$ cat src/rtl/mult_pkg.sv
`default_nettype none
// +----------------------------------------------------------------------------+
// | Module : mult_pkg                                                          |
// | Desc   : Shared constants, counter-width helper and strobe encoding for    |
// |          the shift-add multiplier datapath.                                |
// | Rev    : 1.0  initial release                                              |
// +----------------------------------------------------------------------------+
package mult_pkg;

   // Default operand width; product is twice this.
   localparam int DEFAULT_WIDTH = 4;

   // Iteration counter width. Guarded so WIDTH=1 cannot yield a zero-width vector.
   function automatic int cnt_w(input int width);
      return (width < 2) ? 1 : $clog2(width);
   endfunction

   // Decoded view of the three Control strobes.
   typedef enum logic [2:0] {
      LOAD      = 3'd0,
      ADD       = 3'd1,
      SHIFT     = 3'd2,
      ADD_SHIFT = 3'd3,
      IDLE      = 3'd4
   } strobe_e;

   // Load dominates; Ad and Sh together mean add-then-shift in one cycle.
   function automatic strobe_e decode_strobe(input logic load, input logic ad, input logic sh);
      if (load)           return LOAD;
      else if (ad && sh)  return ADD_SHIFT;
      else if (ad)        return ADD;
      else if (sh)        return SHIFT;
      else                return IDLE;
   endfunction

endpackage
`default_nettype wire

$ cat src/rtl/mult_datapath_if.sv
`default_nettype none
// +----------------------------------------------------------------------------+
// | Module : mult_datapath_if                                                  |
// | Desc   : Control <-> datapath bundle for the shift-add multiplier.         |
// |          master (Control side): drives load/ad/sh/mcand/mplier[/done],     |
// |                                 receives m, k, product.                    |
// |          slave  (datapath)    : the mirror image.                          |
// |          Macro MULT_PRODUCT_HOLD_EN adds the done strobe.                  |
// | Rev    : 1.0  initial release                                              |
// +----------------------------------------------------------------------------+
interface mult_datapath_if
   import mult_pkg::*;
#(
   parameter int WIDTH = DEFAULT_WIDTH
) ();

   logic                 load;
   logic                 ad;
   logic                 sh;
   logic [WIDTH-1:0]     mcand;
   logic [WIDTH-1:0]     mplier;
   logic                 m;
   logic                 k;
   logic [2*WIDTH-1:0]   product;
`ifdef MULT_PRODUCT_HOLD_EN
   logic                 done;

   modport master (output load, ad, sh, mcand, mplier, done,
                   input  m, k, product);
   modport slave  (input  load, ad, sh, mcand, mplier, done,
                   output m, k, product);
`else
   modport master (output load, ad, sh, mcand, mplier,
                   input  m, k, product);
   modport slave  (input  load, ad, sh, mcand, mplier,
                   output m, k, product);
`endif

endinterface
`default_nettype wire

$ cat src/rtl/mult_counter.sv
`default_nettype none
// +----------------------------------------------------------------------------+
// | Module : mult_counter                                                      |
// | Desc   : Mod-WIDTH iteration counter for the shift-add multiplier.         |
// |          clk, rst_n (async, active-low)                                    |
// |          i_clr : synchronous clear (Load), dominates i_inc                 |
// |          i_inc : advance by one (Sh), wraps WIDTH-1 -> 0                   |
// |          o_k   : high while count == WIDTH-1 (last iteration)              |
// | Rev    : 1.0  initial release                                              |
// +----------------------------------------------------------------------------+
module mult_counter
   import mult_pkg::*;
#(
   parameter int WIDTH = DEFAULT_WIDTH,
   parameter int CNT_W = cnt_w(WIDTH)
) (
   input  wire logic clk,
   input  wire logic rst_n,
   input  wire logic i_clr,
   input  wire logic i_inc,
   output logic      o_k
);

   localparam logic [CNT_W-1:0] c_last = CNT_W'(WIDTH - 1);

   logic [CNT_W-1:0] r_cnt;

   always_ff @(posedge clk or negedge rst_n) begin
      if (!rst_n) begin
         r_cnt <= '0;
      end else if (i_clr) begin
         r_cnt <= '0;
      end else if (i_inc) begin
         // Explicit wrap: WIDTH need not be a power of two.
         r_cnt <= (r_cnt == c_last) ? '0 : r_cnt + CNT_W'(1);
      end
   end

   assign o_k = (r_cnt == c_last);

endmodule
`default_nettype wire

$ cat src/rtl/mult_datapath.sv
`default_nettype none
// +----------------------------------------------------------------------------+
// | Module : mult_datapath                                                     |
// | Desc   : Shift-add multiplier datapath. Holds the accumulator/multiplier   |
// |          shift register (with a carry MSB), the multiplicand copy and the  |
// |          iteration counter; returns M/K status to Control.                 |
// |          clk   : rising-edge clock                                         |
// |          rst_n : async active-low reset                                    |
// |          bus   : mult_datapath_if.slave (load/ad/sh/mcand/mplier in,       |
// |                  m/k/product out; done in when MULT_PRODUCT_HOLD_EN)       |
// |          Macro MULT_PRODUCT_HOLD_EN: product comes from a holding register |
// |          refreshed by done, so it survives the next Load.                  |
// | Rev    : 1.0  initial release                                              |
// +----------------------------------------------------------------------------+
module mult_datapath
   import mult_pkg::*;
#(
   parameter int WIDTH = DEFAULT_WIDTH
) (
   input  wire logic        clk,
   input  wire logic        rst_n,
   mult_datapath_if.slave   bus
);

   localparam int W = WIDTH;

   // r_acc[2W] catches the add carry; it is consumed by the following shift.
   logic [2*W:0]   r_acc;
   logic [W-1:0]   r_mc;
   logic [2*W:0]   w_acc_nxt;
   logic [W:0]     w_sum;
   logic           w_k;
   strobe_e        w_strobe;

   assign w_strobe = decode_strobe(bus.load, bus.ad, bus.sh);

   // Upper half excludes the carry bit: every add is preceded by a shift in
   // normal operation, so the carry is already zero here.
   assign w_sum = {1'b0, r_acc[2*W-1:W]} + {1'b0, r_mc};

   always_comb begin
      w_acc_nxt = r_acc;
      case (w_strobe)
         LOAD:      w_acc_nxt = {{(W+1){1'b0}}, bus.mplier};
         ADD:       w_acc_nxt = {w_sum, r_acc[W-1:0]};
         SHIFT:     w_acc_nxt = {1'b0, r_acc[2*W:1]};
         ADD_SHIFT: w_acc_nxt = {1'b0, w_sum, r_acc[W-1:1]};
         default:   w_acc_nxt = r_acc;
      endcase
   end

   always_ff @(posedge clk or negedge rst_n) begin
      if (!rst_n) begin
         r_acc <= '0;
         r_mc  <= '0;
      end else begin
         r_acc <= w_acc_nxt;
         if (bus.load) begin
            r_mc <= bus.mcand;
         end
      end
   end

   mult_counter #(
      .WIDTH (W)
   ) u_counter (
      .clk   (clk),
      .rst_n (rst_n),
      .i_clr (bus.load),
      .i_inc (bus.sh),
      .o_k   (w_k)
   );

   assign bus.m = r_acc[0];
   assign bus.k = w_k;

`ifdef MULT_PRODUCT_HOLD_EN
   logic [2*W-1:0] r_phold;

   always_ff @(posedge clk or negedge rst_n) begin
      if (!rst_n) begin
         r_phold <= '0;
      end else if (bus.done) begin
         r_phold <= r_acc[2*W-1:0];
      end
   end

   assign bus.product = r_phold;
`else
   assign bus.product = r_acc[2*W-1:0];
`endif

endmodule
`default_nettype wire

$ cat src/flat_wrapper.sv
// flat-port wrapper written by rule: the top's interface ports become plain ports
module mult_datapath_flat import mult_pkg::*;
#(
   parameter int WIDTH = DEFAULT_WIDTH
)
  (clk, rst_n, bus_load, bus_ad, bus_sh, bus_mcand, bus_mplier, bus_m, bus_k, bus_product);
  mult_datapath_if #(.WIDTH(WIDTH)) bus_i ();
  input  wire logic clk;
  input  wire logic rst_n;
  input wire logic [$bits(bus_i.load)-1:0] bus_load;
  input wire logic [$bits(bus_i.ad)-1:0] bus_ad;
  input wire logic [$bits(bus_i.sh)-1:0] bus_sh;
  input wire logic [$bits(bus_i.mcand)-1:0] bus_mcand;
  input wire logic [$bits(bus_i.mplier)-1:0] bus_mplier;
  output wire logic [$bits(bus_i.m)-1:0] bus_m;
  output wire logic [$bits(bus_i.k)-1:0] bus_k;
  output wire logic [$bits(bus_i.product)-1:0] bus_product;
  assign bus_i.load = bus_load;
  assign bus_i.ad = bus_ad;
  assign bus_i.sh = bus_sh;
  assign bus_i.mcand = bus_mcand;
  assign bus_i.mplier = bus_mplier;
  assign bus_m = bus_i.m;
  assign bus_k = bus_i.k;
  assign bus_product = bus_i.product;
  mult_datapath #(.WIDTH(WIDTH)) u_core (.clk(clk), .rst_n(rst_n), .bus(bus_i));
endmodule
$ cat config.mk
export PLATFORM = sky130hd
export DESIGN_NAME = mult_datapath_flat
export DESIGN_NICKNAME = d
export VERILOG_FILES = /design/src/rtl/mult_pkg.sv /design/src/rtl/mult_datapath_if.sv /design/src/rtl/mult_counter.sv /design/src/rtl/mult_datapath.sv /design/src/flat_wrapper.sv
export SDC_FILE = /design/constraint.sdc
export NUM_CORES = 1
export LEC_CHECK = 0
export ABC_AREA = 1
export BUFFER_PORTS_ARGS = -buffer_cell sky130_fd_sc_hd__buf_2
export CAP_MARGIN = 20
export CELL_PAD_IN_SITES_DETAIL_PLACEMENT = 0
export CELL_PAD_IN_SITES_GLOBAL_PLACEMENT = 1
export CORE_ASPECT_RATIO = 1.4
export CORE_MARGIN = 4
export CORE_UTILIZATION = 37
export DETAILED_ROUTE_END_ITERATION = 12
export PLACE_DENSITY_LB_ADDON = 0.1
export SLEW_MARGIN = 20
export SYNTH_ARGS = -nofsm -noshare
export SYNTH_HDL_FRONTEND = slang
export SYNTH_SLANG_ARGS = --single-unit
export TNS_END_PERCENT = 50
$ cat constraint.sdc
create_clock -name clk -period 1.9 [get_ports clk]
set_input_delay 0.38 -clock clk [delete_from_list [all_inputs] [get_ports clk]]
set_output_delay 0.38 -clock clk [all_outputs]
set_load 0.005 [all_outputs]
==> flow_summary.ini <==
[status]
status = finished, final reports clean

[pwr]
netSwitchingFraction_pct = 31.60
ir_drop_uv = 417.5
intPower_uw = 498.0
power_density_nw_per_um2 = 700.3
p_leak_uw = 0.0005515
p_clk_share_pct = 25.5
pwr-share-comb_pct = 22.7
p_sw_uw = 230.1
p_seq_share_pct = 51.7

[placed_design]
place_inst = 158
placed_area_um2 = 1002
gp_congestion = 0.8189
dp.final_hpwl_um = 1584
io_buffer_count = 22

[clocking]
insertion_delay_ns = 0.28
clock_sinks = 15
cts-root-buf = clkbuf_4
clkSlewWorstSetupHoldPaths_ns = 0.10
clock_tree.buffer_depth = 2
cts_tree = done
cts_resized = 0
htree_levels = 1
postCtsSetupBuffers = 0
cts_buffers = 3

[layout]
instances_no_fill = 163
synthToLayoutAreaGrowth_pct = 12.91
insertedDiodeCount = 0
nets = 149
layout_commonest_cell = nand2_1
most-common-layout-cells = nand2_1, buf_2, dfrtp_1
fillCellCount = 254
drive_gt1_share_pct = 27.91
design_area_um2 = 1040

[run]
max-cap-violations = 0

[yosys]
synth_area_per_cell_um2 = 8.296
synth_compound_area_share_pct = 10.05
synth_top_area_share_pct = 40.76
ys_types = 24
synth-seq-cells = 15
synthTopCellsByArea = dfrtp_1, nand2_1, ha_1, buf_4, nand3_1
synth.largest_area_cell = dfrtp_1
synthXorXnorAreaFrac_pct = 0.9511
synth_fa_ha_area_share_pct = 8.967
ys_seq_area_share_pct = 40.76
synth-edff-count = 0
synth.area.mux_share_pct = 0
synth_top_family_by_area = simple AND/OR/NAND/NOR gates
synthCells = 111
synth_flop_cell = dfrtp_1
yosys.area_share.simple_pct = 27.45
syn-num-nets = 130
async_reset_ff_share_pct = 100.0
yosys_warnings = 0
netlist_area_um2 = 920.9

[sta]
hold_viol = 0
setup_tns_ns = 0
rsz0062_at_grt = no
maxSlewViolCount = 0
relSlewSlack_pct = 75.88
fin_crit_ns = 1.618
setup-violations-final = 0
clock.fmax_mhz = 618.2
finalCritPeriodShare_pct = 85.14
worstMarginPinSlew_ns = 0.3618
finClkSkew_ns = 0.003627

[worst_setup_path]
critPathMostFrequentCell = nand3_1
worstPathMaxFanout = 4
r2r_cells = 6
r2r_slack_ns = 0.28
cp.buffers_inverters = 0
cp_top_family = adder cells
end_kind = flip-flop
worstSetupPathType = reg2reg
worstPathArrival_ns = 1.79
cp.depth = 6
cp.required_ns = 2.07
path_cells = ha_1 -> fa_1 -> nand3_1 -> nand3_1 -> a21oi_1 -> nand3_1
cpPeakStageDelay_ns = 0.42
r2r_start = u_core.r_acc[4]
slowest_stage = dfrtp_1
start_kind = flip-flop
r2r_end = u_core.r_acc[7]

[detailed_routing]
wirelength_um = 2003
dr.pass1.iters = 4
drt-initial-drc-count = 8
via_count = 780
drc = 0
vias_per_cell = 4.785
ant_nets = 0
post_drt_wl_per_cell_um = 12.29

[die]
fp.dieW_um = 50.17
start_util_pct = 38.51
rows = 21
core_um2 = 2391
die_y_um = 67.03
die-area_um2 = 3363
io_pins = 23

[hold_path]
whs_path_depth = 3
min_to = u_core.r_mc[1]
holdCritStartpoint = bus_mcand[1]
hp-class = in2reg

[global_route]
grt.total_usage_pct = 14.47
grt_start_max_net_pins = 16
overflow = 0
grt_pass1_vias = 825
antenna_found_initial = 0
grt_pass1_wl_um = 3650
## cell usage after synthesis (2+ instances only)
cell type,number
nand3_1,11
inv_2,3
dfrtp_1,15
nor2_1,5
inv_1,7
nand2_1,32
a21oi_1,6
nor2_4,2
buf_4,8
o21ai_0,3
nand4_1,2
ha_1,5
## per-layer routing
layer	global-route usage, %	wire length [µm]	vias up
met5	0	0	-
met4	7.266	37	0
met3	2.237	64	5
met2	26.31	1040	14
met1	15.97	861	363
li1	-	-	398
## through the flow
stage | total power (µW) | setup slack [ns] | hold slack (ns) | util (%)
after detailed placement | 549.8 | 0.2979 | 0.3157 | 41.92
after floorplan | 506.3 | 0.4136 | 0.08441 | -
final | 728.1 | 0.2823 | 0.2885 | 43.49
after global placement | 550.5 | 0.3708 | 0.3114 | 41.92
after CTS | 743.6 | 0.2679 | 0.2798 | 43.49
after global routing | 793.6 | 0.1966 | 0.2935 | 43.49
## power by group through the flow
stage	combinational [µW]	clock [µW]	sequential, µW
finish	165	186	377
floorplan	129	0	377
detailed placement	166	0	384
global placement	168	0	383
CTS	168	198	378
global route	195	215	384
## worst min-delay path, delay by kind of cell
family / cells / cell delay, ns
buf+inv: 1 / 0.08
simple gates: 2 / 0.09
## area by class of cell
| type | instances | area, µm² | area share (%) |
|---|---|---|---|
| multi-input cells | 77 | 436.7 | 42.00 |
| flip-flops and latches | 15 | 375.4 | 36.10 |
| repair buffers | 23 | 120.1 | 11.55 |
| well taps | 34 | 42.54 | 4.091 |
| inverters | 10 | 37.54 | 3.610 |
| clock buffers | 3 | 22.52 | 2.166 |
| clock inverters | 1 | 5.005 | 0.4813 |
## cell families after synthesis
kind of cell | Yosys count
simple gates | 55
compound gates | 15
flops | 15
fa+ha+maj | 6
xor+xnor | 1
buf+inv | 19
## worst max path at each step
| stage | startpoint | end | slack (ns) |
|---|---|---|---|
| detailed placement | u_core.r_acc[4] | u_core.r_acc[7] | 0.30 |
| floorplan | u_core.r_acc[4] | u_core.r_acc[6] | 0.41 |
| global route | u_core.r_acc[4] | u_core.r_acc[7] | 0.20 |
| CTS | u_core.r_acc[4] | u_core.r_acc[7] | 0.27 |
| global placement | u_core.r_acc[4] | u_core.r_acc[6] | 0.37 |
| finish | u_core.r_acc[4] | u_core.r_acc[7] | 0.28 |
## state kept, by name, indices dropped and copies added, names as in the netlist
| name | flops |
|---|---|
| u_core.r_mc | 4 |
| u_core.u_counter.r_cnt | 2 |
| u_core.r_acc | 9 |
## repair_timing
action,4_1_cts,5_1_grt
endpoints found under the setup margin,0,0
hold buffers,1,0
endpoints found under the hold margin,15,0
(Power assumes the default switching activity.)
